**src/rtl/rob_ptr_ctrl.sv**
```systemverilog
// Reorder-buffer pointer/retire controller: allocates issue groups, tracks completion,
// retires in order up to COMMIT_WIDTH per cycle and pulses a flush on a head exception.
module rob_ptr_ctrl #(
   parameter int ROB_DEPTH    = 16,
   parameter int ISSUE_WIDTH  = 2,
   parameter int COMMIT_WIDTH = 2,
   parameter int WB_PORTS     = 2,
   parameter int IDX_W        = $clog2(ROB_DEPTH)
) (
   input  logic                          i_clk,
   input  logic                          i_rst_n,
   input  logic                          i_flush,
   input  logic                          i_enqueue,
   output logic                          o_rob_avail,
   output logic [ISSUE_WIDTH*IDX_W-1:0]  o_rob_idx,
   input  logic [WB_PORTS-1:0]           i_wb_valid,
   input  logic [WB_PORTS*IDX_W-1:0]     i_wb_idx,
   input  logic [WB_PORTS-1:0]           i_wb_exc,
   output logic [COMMIT_WIDTH-1:0]       o_commit_valid,
   output logic [COMMIT_WIDTH*IDX_W-1:0] o_commit_idx,
   output logic                          o_flush,
   output logic [IDX_W-1:0]              o_except_idx
);

   typedef enum logic {RUN = 1'b0, FLUSH = 1'b1} state_t;

   localparam logic [IDX_W:0] DEPTH_P = (IDX_W+1)'(ROB_DEPTH);
   localparam logic [IDX_W:0] ISSUE_P = (IDX_W+1)'(ISSUE_WIDTH);

   state_t                  state;
   logic [IDX_W:0]          head;
   logic [IDX_W:0]          tail;
   logic [ROB_DEPTH-1:0]    ent_valid;
   logic [ROB_DEPTH-1:0]    ent_done;
   logic [ROB_DEPTH-1:0]    ent_exc;

   logic [IDX_W:0]          count;
   logic [IDX_W:0]          free_slots;
   logic                    enq_acc;
   logic                    take_exc;
   logic [COMMIT_WIDTH-1:0] commit_valid;
   logic [IDX_W:0]          commit_cnt;
   logic                    chain;
   logic [IDX_W-1:0]        c_slot;
   logic [IDX_W-1:0]        w_slot;
   logic [IDX_W-1:0]        r_slot;
   logic [IDX_W-1:0]        a_slot;
   logic [ROB_DEPTH-1:0]    wb_hit;
   logic [ROB_DEPTH-1:0]    wb_exc;
   logic [ROB_DEPTH-1:0]    valid_nxt;
   logic [ROB_DEPTH-1:0]    done_nxt;
   logic [ROB_DEPTH-1:0]    exc_nxt;

   assign count       = tail - head;
   assign free_slots  = DEPTH_P - count;
   assign o_rob_avail = (state == RUN) && !i_flush && (free_slots >= ISSUE_P);
   assign enq_acc     = i_enqueue && o_rob_avail;
   assign take_exc    = (state == RUN) && !i_flush && ent_valid[head[IDX_W-1:0]] &&
                        ent_done[head[IDX_W-1:0]] && ent_exc[head[IDX_W-1:0]];

   for (genvar k = 0; k < ISSUE_WIDTH; k++) begin : g_alloc_idx
      assign o_rob_idx[k*IDX_W +: IDX_W] = tail[IDX_W-1:0] + IDX_W'(k);
   end

   for (genvar k = 0; k < COMMIT_WIDTH; k++) begin : g_commit_idx
      assign o_commit_idx[k*IDX_W +: IDX_W] = head[IDX_W-1:0] + IDX_W'(k);
   end

   // Retire run stops at the first entry that is not cleanly complete or beyond tail.
   always_comb begin
      commit_valid = '0;
      commit_cnt   = '0;
      c_slot       = '0;
      chain        = (state == RUN) && !i_flush;
      for (int k = 0; k < COMMIT_WIDTH; k++) begin
         c_slot = head[IDX_W-1:0] + IDX_W'(k);
         chain  = chain && ent_valid[c_slot] && ent_done[c_slot] && !ent_exc[c_slot] &&
                  ((IDX_W+1)'(k) < count);
         commit_valid[k] = chain;
         if (chain) commit_cnt = commit_cnt + (IDX_W+1)'(1);
      end
   end

   assign o_commit_valid = commit_valid;

   // Writeback first, then retire clears, then allocation of free slots.
   always_comb begin
      wb_hit = '0;
      wb_exc = '0;
      w_slot = '0;
      r_slot = '0;
      a_slot = '0;
      for (int p = 0; p < WB_PORTS; p++) begin
         w_slot = i_wb_idx[p*IDX_W +: IDX_W];
         if (i_wb_valid[p] && ent_valid[w_slot]) begin
            wb_hit[w_slot] = 1'b1;
            wb_exc[w_slot] = wb_exc[w_slot] | i_wb_exc[p];
         end
      end
      valid_nxt = ent_valid;
      done_nxt  = ent_done | wb_hit;
      exc_nxt   = (ent_exc & ~wb_hit) | wb_exc;
      for (int k = 0; k < COMMIT_WIDTH; k++) begin
         r_slot = head[IDX_W-1:0] + IDX_W'(k);
         if (commit_valid[k]) begin
            valid_nxt[r_slot] = 1'b0;
            done_nxt[r_slot]  = 1'b0;
            exc_nxt[r_slot]   = 1'b0;
         end
      end
      if (enq_acc) begin
         for (int k = 0; k < ISSUE_WIDTH; k++) begin
            a_slot = tail[IDX_W-1:0] + IDX_W'(k);
            valid_nxt[a_slot] = 1'b1;
            done_nxt[a_slot]  = 1'b0;
            exc_nxt[a_slot]   = 1'b0;
         end
      end
   end

   always_ff @(posedge i_clk or negedge i_rst_n) begin
      if (!i_rst_n) begin
         state        <= RUN;
         head         <= '0;
         tail         <= '0;
         ent_valid    <= '0;
         ent_done     <= '0;
         ent_exc      <= '0;
         o_flush      <= 1'b0;
         o_except_idx <= '0;
      end else if (i_flush || state == FLUSH) begin
         state     <= RUN;
         head      <= '0;
         tail      <= '0;
         ent_valid <= '0;
         ent_done  <= '0;
         ent_exc   <= '0;
         o_flush   <= 1'b0;
      end else begin
         if (take_exc) begin
            state        <= FLUSH;
            o_flush      <= 1'b1;
            o_except_idx <= head[IDX_W-1:0];
         end
         head      <= head + commit_cnt;
         tail      <= enq_acc ? tail + ISSUE_P : tail;
         ent_valid <= valid_nxt;
         ent_done  <= done_nxt;
         ent_exc   <= exc_nxt;
      end
   end

endmodule

```
**config.mk**
```make
export PLATFORM = sky130hd
export DESIGN_NAME = rob_ptr_ctrl
export DESIGN_NICKNAME = d
export VERILOG_FILES = /design/src/rtl/rob_ptr_ctrl.sv
export SDC_FILE = /design/constraint.sdc
export NUM_CORES = 1
export LEC_CHECK = 0
export ABC_AREA = 1
export CORE_UTILIZATION = 60
export DETAILED_ROUTE_END_ITERATION = 10
export PLACE_DENSITY_LB_ADDON = 0.3
export SYNTH_ARGS = -nofsm -noshare
export SYNTH_HDL_FRONTEND = slang
export SYNTH_SLANG_ARGS = --single-unit
```
**constraint.sdc**
```tcl
create_clock -name i_clk -period 10.1 [get_ports i_clk]
set_input_delay 1.515 -clock i_clk [delete_from_list [all_inputs] [get_ports i_clk]]
set_output_delay 1.515 -clock i_clk [all_outputs]
set_load 0.01 [all_outputs]
```
# Word-level counts from Yosys, hierarchy flattened
# Memories as Yosys holds them, arrays and structs flattened.
# Index checks and enable logic that the tools add are counted.
[classes]
magnitude_cmp = 15
n_reduce_logical = 27
mux = 55
addsub = 7
bitwise_logic = 26
[ops]
columns = ["cell", "n"]
rows = [
  ["$mux W16", 16],
  ["$and A16 B16 Y16", 12],
  ["$not A16 Y16", 5],
  ["$or A16 B16 Y16", 5],
  ["$bmux W1 S4", 9],
  ["$lt A4 B5 Y1 const B", 6],
  ["$demux W1 S4", 6],
  ["$ge A4 B1 Y1 const B", 6],
  ["$logic_and A1 B1 Y1", 20],
  ["$mux W5", 4],
  ["$mux W1", 19],
  ["$bwmux W16", 1],
  ["$lt A1 B5 Y1 const A", 2],
  ["$add A4 B1 Y4 const B", 2],
  ["$add A5 B1 Y5 const B", 1],
  ["$add A5 B2 Y5 const B", 1],
  ["$add A5 B5 Y5", 1],
  ["$ge A5 B2 Y1 const B", 1],
  ["$sub A5 B5 Y5", 1],
  ["$sub A5 B5 Y5 const A", 1],
  ["$reduce_bool A2 Y1", 2],
  ["$logic_not A1 Y1", 3],
  ["$not A1 Y1", 2],
  ["$or A1 B1 Y1", 2],
  ["2 further kinds", 2],
]
[word_totals]
output_inout_bits = 24
reg_bits = 63
mem_bits_ro = 16
input_bits = 16
memories = 1
[mem_list]
columns = ["name", "words", "word_bits", "read_ports", "rd_clocked_by_memory_dff", "wr", "line_no", "source"]
rows = [
  ["(no name shown)", 16, 1, 1, 0, 0, "97", "wb_exc[w_slot] = wb_exc[w_slot] | i_wb_exc[p];"],
]

# Logic depth before layout (Yosys ltp)
# Gate-level depths: netlist of run 1.
[logic_depth]
depth_word = 20
ltp_mapped = 21
depth_no_buf = 19

# Least setup slack after synthesis of run 1
# No wires, ideal clock.
[synth_timing]
path_kind = "register to output"
from = "register head[0]"
to = "output o_commit_valid[1]"
setup_slack_ps = 6069
path_buffers = 4
stages_incl_launch_ff = 15
t_arrival_ps = 2516
t_required_ps = 8585
cell_sequence = "dfrtp_1 > buf_2 > inv_2 > buf_2 > ha_1 > buf_2 > inv_1 > a21oi_1 > o21ai_0 > nand2_1 > nor3_1 > nor2_1 > nor2_2 > and2_1 > buf_4"
[synth_between]
word_cells_on_any_way = 26
cone_classes = "add/sub (2); order compare (2); mux (12); reduce/logical (10)"
[synth_lines]
columns = ["element", "line_no", "source"]
rows = [
  ["start: declaration", "31", "logic [IDX_W:0] head;"],
  ["start signal: assignment", "145", "head <= head + commit_cnt;"],
  ["$add A4 B1 Y4 *", "--", ""],
  ["via o_commit_idx[4]", "20", "output logic [COMMIT_WIDTH*IDX_W-1:0] o_commit_idx,"],
  ["$bmux W1 S4", "77", "chain = chain && ent_valid[c_slot] && ent_done[c_slot] && !ent_exc[c_slot] &&"],
  ["$mux W1 (not written as such)", "77", ""],
  ["$logic_and A1 B1 Y1 (2 in series)", "77", ""],
  ["$logic_and A1 B1 Y1 * (2 in series)", "77", ""],
  ["end: declaration", "19", "output logic [COMMIT_WIDTH-1:0] o_commit_valid,"],
]
# The timed path passes the listed nets; every way through them passes the cells marked *. The select of a mux whose other input is x is not followed.

# Worst setup path after layout of run 1
[layout_timing]
from = "register head[1]"
to = "output o_commit_valid[1]"
[layout_between]
elab_chain_len = 10
word_cells_on_any_way = 26
cone_classes = "add/sub (2); order compare (2); mux (12); reduce/logical (10)"
[layout_rtl]
columns = ["element", "line_no"]
rows = [
  ["branches (longest 9 deep; another with $sub A5 B5 Y5)", "--"],
  ["$logic_and A1 B1 Y1 *", "77"],
]
# Every way passes the cells marked *. The select of a mux whose other input is x is not followed.

==> results_dict.tcl, run 1 <==
set metrics [dict create \
    status "complete, but fails checks" \
    violations "DRC" \
    antennaDiodeCount 0 \
    die_w_um 97.7 \
    groute.usage.overall 0.384 \
    grt_max_degree 63 \
    wirelength_um 17500 \
    mostFrequentLayoutCells "nand2_1, inv_1, nand3_1" \
    place_ws_ns 4.67 \
    cts_sinks 62 \
    cts-root-buf "clkbuf_8" \
    synth-seq-area-share 0.283 \
    insertion_delay_ns 0.36 \
    drive_gt1_frac 0.0793 \
    vias 5986 \
    dieArea_um2 9540 \
    tightest_slew_ns 0.806 \
    die_h_um 97.7 \
    fmax_mhz 182 \
    firstDrtPassIters 8 \
    layout.nets 888 \
    wire_per_inst_um 18.1 \
    cp_max_fo 17 \
    start_util 0.623 \
    yosysTopAreaCellShare 0.283 \
    finalCritPeriodShare 0.544 \
    drv_cap 0 \
    yosysWarnings 0 \
    crit_type "reg -> out" \
    layout_commonest_cell "nand2_1" \
    synth_top_cell_by_area "dfrtp_1" \
    clk_pin_slew_ns 0.08 \
    synth_cell_types 42 \
    antenna_found_initial 0 \
    finish.utilization 0.672 \
    cp_data_required_time_ns 8.59 \
    gp_routability_congestion 0.988 \
    first_iter_violations 731 \
    cts_resized 0 \
    grt_pass1_vias 5452 \
    crit_arrival_ns 3.98 \
    cts_tree "done" \
    vdd_drop_max_v 0.0000937 \
    drc 1 \
    synth_seq_cells 62 \
    synth_fp_nets 881 \
    syn_avg_cell_area_um2 6.49 \
    final_area_um2 5920 \
    std_cell_rows 34 \
    layout_min_cycle_time_ns 5.50 \
    htree_levels 3 \
    viasPerCell 6.20 \
    cts.repair_timing.setup_buffer_count 0 \
    postCtsHoldBufs 0 \
    slew_headroom 0.463 \
    finalSetupTns_ns 0 \
    clock_path_buffers 2 \
    rsz0062_at_grt "false" \
    grt_pass1_wl_um 28500 \
    hp-class "reg -> reg" \
    synth_cells 846 \
    hold_viol_final 0 \
    hpwl_um 13100 \
    n_fill_cell 830 \
    syn2layout_area_growth_pct 7.77 \
    leakage_nw 2.94 \
    setup_viol 0 \
    slew_violations 0 \
    holdWs_ns 0.490 \
    io_pins 40 \
    ant_nets 0 \
    end_kind "output port" \
    synth_area_leaders "dfrtp_1, nand2_1, nand3_1" \
    fin_worst_skew_ns 0.0169 \
    port_buffers 37 \
    cp-start-kind "register" \
    postPlaceCellArea_um2 5740 \
    globalRouteOverflowTotal 0 \
    core_um2 8810 \
    synth.cell_area_um2 5490 \
    pwr_density_cell_nw_per_um2 101 \
    setup_ws_ns 4.60 \
    cts_made_buffers 9 \
]
## through the flow
step                total power, mW  std cells
global placement              0.395        950
detailed placement            0.399        950
finish                        0.599        966
CTS                           0.599        966
global route                  0.625        966
floorplan                     0.358        846
## sequential cells by signal, summed over array words and instances (netlist names)
register / count
ent_exc: 16
head: 5
state: 1
o_except_idx: 4
ent_valid: 16
ent_done: 16
tail: 4
## worst paths after layout
check | from | endpoint | slack, ns | cells past startpoint
worst max-delay path | head[1] | o_commit_valid[1] | 4.60 | 11
worst min-delay path | o_except_idx[0] | o_except_idx[0] | 0.49 | 2
max in group asynchronous | i_rst_n | ent_exc[11] | 8.24 | 2
min in group asynchronous | i_rst_n | ent_done[1] | 1.33 | 2
worst min register to register | o_except_idx[0] | o_except_idx[0] | 0.49 | 2
worst max register to register | head[1] | head[4] | 5.76 | 17
## cell usage after synthesis, drive strengths merged
| library cell | instances |
|---|---|
| nor3 | 22 |
| dfrtp | 62 |
| fa | 2 |
| clkbuf | 11 |
| o21ai | 41 |
| xor2 | 2 |
| nor3b | 1 |
| inv | 118 |
| o211a | 1 |
| conb | 2 |
| o21a | 1 |
| a41oi | 4 |
| nand4 | 50 |
| nor2 | 57 |
| nand3 | 84 |
| o211ai | 18 |
| a211oi | 1 |
| and3 | 4 |
| ha | 17 |
| o31ai | 4 |
| a21oi | 55 |
| a31oi | 8 |
| nand3b | 1 |
| a22oi | 2 |
| and2 | 2 |
| nand2 | 240 |
| xnor2 | 2 |
| buf | 34 |
## critical path: stages (launching register included)
cell and delay, ns:
dfrtp_1 0.38, inv_1 0.56, ha_1 0.50, inv_1 0.27, a21oi_1 0.07, o21ai_0 0.20
nand2_1 0.07, nor3_1 0.14, nor2_1 0.08, nor2_2 0.51, and2_1 0.28, clkdlybuf4s50_1 0.55
## cell type report
| cell class | count | area (µm²) | share of cell area |
|---|---|---|---|
| multi-input combinational | 621 | 3220 | 0.544 |
| sequential | 62 | 1550 | 0.262 |
| inverter | 118 | 443 | 0.0749 |
| timing repair buffer | 41 | 395 | 0.0668 |
| tap | 108 | 135 | 0.0228 |
| clock buffer | 9 | 124 | 0.0209 |
| clock inverter | 7 | 50.0 | 0.00846 |
## cell families after synthesis
family                   synth area share
other                             0.00137
adder cells (fa/ha/maj)            0.0460
buffers and inverters               0.131
flip-flops                          0.283
AND/OR/NAND/NOR                     0.384
AO/OA/AOI/OAI                       0.147
XOR/XNOR                          0.00775
## routing by layer
| metal | part of all wire | global-route usage |
|---|---|---|
| met2 | 0.45 | 0.599 |
| met5 | 0 | 0 |
| met1 | 0.41 | 0.530 |
| met4 | 0.043 | 0.156 |
| met3 | 0.096 | 0.0604 |
## report_power, final
group | leakage (nW) | switching (mW) | internal, mW | total (mW)
sequential | 0.861 | 0.0134 | 0.254 | 0.267
clock | 0.0933 | 0.112 | 0.0897 | 0.201
combinational | 1.98 | 0.0866 | 0.0435 | 0.130
(Power assumes the default switching activity.)
==> run 2, diff against run 1 <==
CORE_UTILIZATION = 54   (was 60)
clock period = 4.5 ns   (was 10.1 ns; I/O delays follow)
==> run 2 against run 1 <==
The run now ends clean. Final area rose by 2.5%. Sequential share of layout area down 0.64 points. First-iteration DRC count is 9.8% lower. Power grew to 2.6 times the previous value. Worst hold slack lost 0.0059 ns. Critical path depth unchanged. Routed wire length is 3.1% higher. Critical endpoint unchanged. Largest cell class unchanged.
==> results_dict.tcl, run 2 (synthesis results as in run 1) <==
set metrics [dict create \
    groute.usage.overall 0.363 \
    antenna_found_initial 0 \
    grt_max_degree 63 \
    cp_max_fo 11 \
    rsz0062_at_grt "false" \
    port_buffers 37 \
    cts_tree "done" \
    end_kind "output port" \
    drive_gt1_frac 0.0846 \
    min_from "o_except_idx[0]" \
    power_mw 1.53 \
    slew_headroom 0.450 \
    core_um2 9820 \
    std_cell_rows 36 \
    clock_path_buffers 2 \
    setup_ws_ns 0.502 \
    hold_viol_final 0 \
    cts.repair_timing.setup_buffer_count 0 \
    syn2layout_area_growth_pct 10.5 \
    setup_viol 0 \
    drc 0 \
    hpwl_um 13600 \
    finalCritPeriodShare 0.888 \
    clk_pin_slew_ns 0.08 \
    reg2reg_depth 17 \
    grt_pass1_vias 5502 \
    placed_cells 980 \
    gp_routability_congestion 1.01 \
    ant_nets 0 \
    layout_commonest_cell "nand2_1" \
    cp_cell_sequence "inv_1 > ha_1 > inv_1 > a21oi_1 > o21ai_0 > nand2_1 > nor3_1 > nor2_1 > nor2_2 > and2_1 > clkdlybuf4s50_1" \
    finalSetupTns_ns 0 \
    crit_arrival_ns 3.32 \
    die_w_um 103 \
    wirelength_um 18000 \
    crit_start "head[1]" \
    fmax_mhz 250 \
    path_common_cell "inv_1" \
    cp_data_required_time_ns 3.83 \
    pwr_density_cell_nw_per_um2 253 \
    tightest_slew_ns 0.824 \
    crit_type "reg -> out" \
    status "completed" \
    htree_levels 3 \
    first_iter_violations 659 \
    io_pins 40 \
    postCtsHoldBufs 0 \
    firstDrtPassIters 6 \
    die_h_um 103 \
    cts_made_buffers 9 \
    reg_top3 "ent_done: 16 flops, ent_exc: 16 flops, ent_valid: 16 flops" \
    cp-start-kind "register" \
    wire_per_inst_um 18.1 \
    slew_violations 0 \
    finish.utilization 0.618 \
    start_util 0.559 \
    cts-root-buf "clkbuf_8" \
    viasPerCell 6.01 \
    insertion_delay_ns 0.37 \
    hp-class "reg -> reg" \
    antennaDiodeCount 0 \
    cts_sinks 62 \
    vias 5988 \
    place_ws_ns 0.858 \
    worst_path_max_delay_cell "clkdlybuf4s50_1" \
    worstReg2RegStart "head[0]" \
    layout.nets 893 \
    grt_pass1_wl_um 28700 \
    vdd_drop_max_v 0.000194 \
    leakage_nw 2.99 \
    dieArea_um2 10600 \
    cts_resized 0 \
    globalRouteOverflowTotal 0 \
    layout.cells.non_filler 996 \
    drv_cap 0 \
    layout_min_cycle_time_ns 4.00 \
    mostFrequentLayoutCells "nand2_1, inv_1, nand3_1" \
    worstHoldPathCells 2 \
    cpPeakStageDelay_ns 0.56 \
    fin_worst_skew_ns 0.0129 \
]
[run 2: layout make-up]
class	instances	area, µm²
fillers	969	3750
repair buffers	46	433
well taps	133	166
clock buffers	10	138
flip-flops and latches	62	1550
inverters	118	443
clock inverters	6	115
multi-input cells	621	3220
[run 2: power breakdown]
group	switching [mW]	internal, mW
clock	0.254	0.387
sequential	0.0291	0.570
combinational	0.195	0.0984
[run 2: stage by stage]
stage                     instance area (µm²)  hold slack, ns
final                                    6060           0.484
after global routing                     6060           0.512
after CTS                                6060           0.492
after detailed placement                 5810           0.473
after global placement                   5810           0.468
after floorplan                          5490           0.379
[run 2: path summary, 6_finish.rpt]
check                                     to  slack [ns]
max                        o_commit_valid[1]        0.50
min                          o_except_idx[0]        0.48
max reg2reg                          head[4]        0.80
min reg2reg                  o_except_idx[0]        0.48
max in group asynchronous       ent_done[13]        3.47
min in group asynchronous         ent_exc[5]        0.49
[run 2: metal layers]
metal  up-vias  track usage  wire length [µm]
li1       2820            -                 -
met1      2762        0.493              7650
met2       351        0.557              7990
met3        55       0.0759              1690
met4         0        0.160               716
met5         -            0                 0
[run 2: critical path, delay by kind of cell, from the launching register on]
| kind | cells | cell delay, ns |
|---|---|---|
| buffers and inverters | 3 | 1.18 |
| AND/OR/NAND/NOR | 5 | 0.66 |
| adder cells (fa/ha/maj) | 1 | 0.48 |
| flip-flops | 1 | 0.38 |
| AO/OA/AOI/OAI | 2 | 0.26 |
==> run 3, diff against run 2 <==
ABC_AREA = default   (was 1)
CORE_ASPECT_RATIO = 0.75   (was default)
==> run 3 against run 2 <==
Combinational power is 15% lower. Power is 2.9% lower. Worst hold slack worse by 0.091 ns. Clock skew is 0.0073 ns lower. Critical path depth is 3 lower. Synthesized cell count is 37% lower. Die area is 7.6% lower. Critical endpoint unchanged. Maximum frequency is 4.7% lower. Largest cell class unchanged. Area after synthesis is 7.8% lower. Clock power is 1% higher. Routed wire length is 13% lower.
==> results_dict.tcl, run 3 <==
set metrics [dict create \
    status "completed" \
    firstDrtPassIters 5 \
    grt_max_degree 33 \
    cts_sinks 62 \
    synth_cell_types 82 \
    switchingPower_mw 0.430 \
    cts-root-buf "clkbuf_16" \
    p_int_mw 1.06 \
    groute.usage.overall 0.344 \
    reg_top3 "ent_done: 16 flops, ent_exc: 16 flops, ent_valid: 16 flops" \
    crit_type "reg -> out" \
    n_fill_cell 781 \
    viasPerCell 6.69 \
    start_util 0.557 \
    cp_max_fo 15 \
    leakage_nw 2.28 \
    cp-start-kind "register" \
    wire_per_inst_um 22.9 \
    synthTopCellsByCount "dfrtp_1, nor2_1, nand2_1, nor3_1, mux2i_1" \
    ant_nets 0 \
    dieArea_um2 9770 \
    finalCritPeriodShare 0.932 \
    htree_levels 3 \
    antennaDiodeCount 0 \
    cpPeakStageDelay_ns 0.66 \
    synth_seq_cells 62 \
    cts_resized 0 \
    yosysWarnings 0 \
    hpwl_um 11700 \
    mostFrequentLayoutCells "dfrtp_1, nor2_1, nand2_1" \
    crit_arrival_ns 3.52 \
    drc 0 \
    wl_met2_um 7150 \
    synth.cell_area_um2 5060 \
    synth.most_common_cell "dfrtp_1" \
    synth_fp_nets 571 \
    grt_pass1_vias 4540 \
    io_pins 40 \
    wl_met1_um 6800 \
    clock_path_buffers 2 \
    syn_avg_cell_area_um2 9.44 \
    synth_edf_count 0 \
    layout_min_cycle_time_ns 4.19 \
    core_um2 9080 \
    cts_made_buffers 9 \
    pwr_density_cell_nw_per_um2 261 \
    yosysTopAreaCellShare 0.307 \
    std_cell_rows 30 \
    synthAdderAreaFrac 0.0499 \
    synth_compound_area_frac 0.166 \
    wirelength_um 15700 \
    p_sw_frac 0.289 \
    globalRouteOverflowTotal 0 \
    tightest_slew_ns 0.907 \
    setup_ws_ns 0.306 \
    p_seq_frac 0.397 \
    slew_violations 0 \
    cp_data_required_time_ns 3.83 \
    postCtsHoldBufs 0 \
    cts_tree "done" \
    slew_headroom 0.379 \
    gp_routability_congestion 1.05 \
    synth-seq-area-share 0.307 \
    cp_num_buf_inv 2 \
    die_w_um 114 \
    drv_cap 0 \
    syn2layout_area_growth_pct 12.7 \
    insertion_delay_ns 0.34 \
    clk_pin_slew_ns 0.05 \
    crit_family "compound AO/OA/AOI/OAI gates" \
    cts.repair_timing.setup_buffer_count 0 \
    synthMuxAreaShare 0.154 \
    die_h_um 85.8 \
    vdd_drop_max_v 0.000291 \
    port_buffers 37 \
    wl_met3_um 1500 \
    drive_gt1_frac 0.148 \
    place_ws_ns 0.635 \
    synthSimpleGateAreaFrac 0.242 \
    ys_async_sr_fraction 1.00 \
    end_kind "output port" \
    synth_cells 536 \
    p_comb_frac 0.168 \
    hp-class "in -> async" \
    rsz0062_at_grt "false" \
    fin_worst_skew_ns 0.00562 \
    first_iter_violations 500 \
    synth_top_family_by_area "simple AND/OR/NAND/NOR gates" \
    synth_xor_xnor_area_share 0.0208 \
    hold_viol_final 0 \
    vias 4598 \
    synth-main-ff-cell "dfrtp_1" \
    layout.nets 589 \
    synth_top_cell_by_area "dfrtp_1" \
    finalSetupTns_ns 0 \
    fmax_mhz 238 \
    synth_area_leaders "dfrtp_1, mux4_2, mux2i_1" \
    grt_pass1_wl_um 24900 \
    cp_cell_sequence "ha_1 > and3b_4 > o21ai_0 > a2111oi_2 > a21oi_1 > nand4b_4 > inv_1 > clkdlybuf4s50_1" \
    worst_path_max_delay_cell "dfrtp_1" \
    antenna_found_initial 0 \
    setup_viol 0 \
    highest_layer "met4" \
    layout_commonest_cell "dfrtp_1" \
    clockPowerShare 0.435 \
]
## run 3: cell count changes after synthesis, moves of 12 or more
cell and change:
inv_1 -91, mux2_2 +12, a21oi_1 -32, nand4_1 -42, o21ai_0 -24, mux4_2 +18, o211ai_1 -16, nand3_1 -73
inv_2 -14, mux2i_1 +24, nand2_1 -191
## run 3: path summary, 6_finish.rpt
kind	from	to	slack [ns]	depth (start not counted)
min in group i_clk	o_except_idx[1]	o_except_idx[1]	0.48	2
max	tail[1]	o_commit_valid[1]	0.31	8
min	i_rst_n	o_except_idx[1]	0.39	1
min reg2reg	o_except_idx[1]	o_except_idx[1]	0.48	2
max in group asynchronous	i_rst_n	ent_exc[15]	3.19	2
max reg2reg	tail[1]	head[4]	0.56	13
## run 3: power groups by stage
stage	Combinational (mW)	Clock, mW	Sequential (mW)
after floorplan	0.176	0	0.591
final	0.250	0.648	0.592
after global routing	0.270	0.672	0.594
after CTS	0.246	0.650	0.591
after detailed placement	0.245	0	0.601
after global placement	0.237	0	0.600
## run 3: kinds of logic after synthesis
group           count (synthesis)
fa+ha+maj                      19
mux                            54
other cells                     2
flops                          62
xor+xnor                       12
buf+inv                        55
compound gates                107
simple gates                  225
## run 3: area by class of cell
class | instances | area, µm² | share of cell area
tap | 128 | 160 | 0.0281
sequential | 62 | 1550 | 0.272
inverter | 13 | 48.8 | 0.00856
timing repair buffer | 49 | 455 | 0.0799
multi-input combinational | 419 | 3210 | 0.563
clock buffer | 11 | 243 | 0.0426
clock inverter | 5 | 35.0 | 0.00614
## run 3: layer usage
| layer | vias up | GRT usage |
|---|---|---|
| li1 | 2023 | - |
| met1 | 2281 | 0.492 |
| met2 | 263 | 0.537 |
| met3 | 31 | 0.0636 |
| met4 | 0 | 0.0945 |
| met5 | - | 0 |
## run 3: stage by stage
stage / area, µm² / util / instances / total power [mW] / hold slack [ns]
after CTS: 5700 / 0.628 / 687 / 1.49 / 0.414
after floorplan: 5060 / - / 536 / 0.767 / 0.379
after global placement: 5430 / 0.597 / 671 / 0.837 / 0.465
after detailed placement: 5430 / 0.597 / 671 / 0.846 / 0.469
final: 5700 / 0.628 / 687 / 1.49 / 0.393
after global routing: 5700 / 0.628 / 687 / 1.54 / 0.456
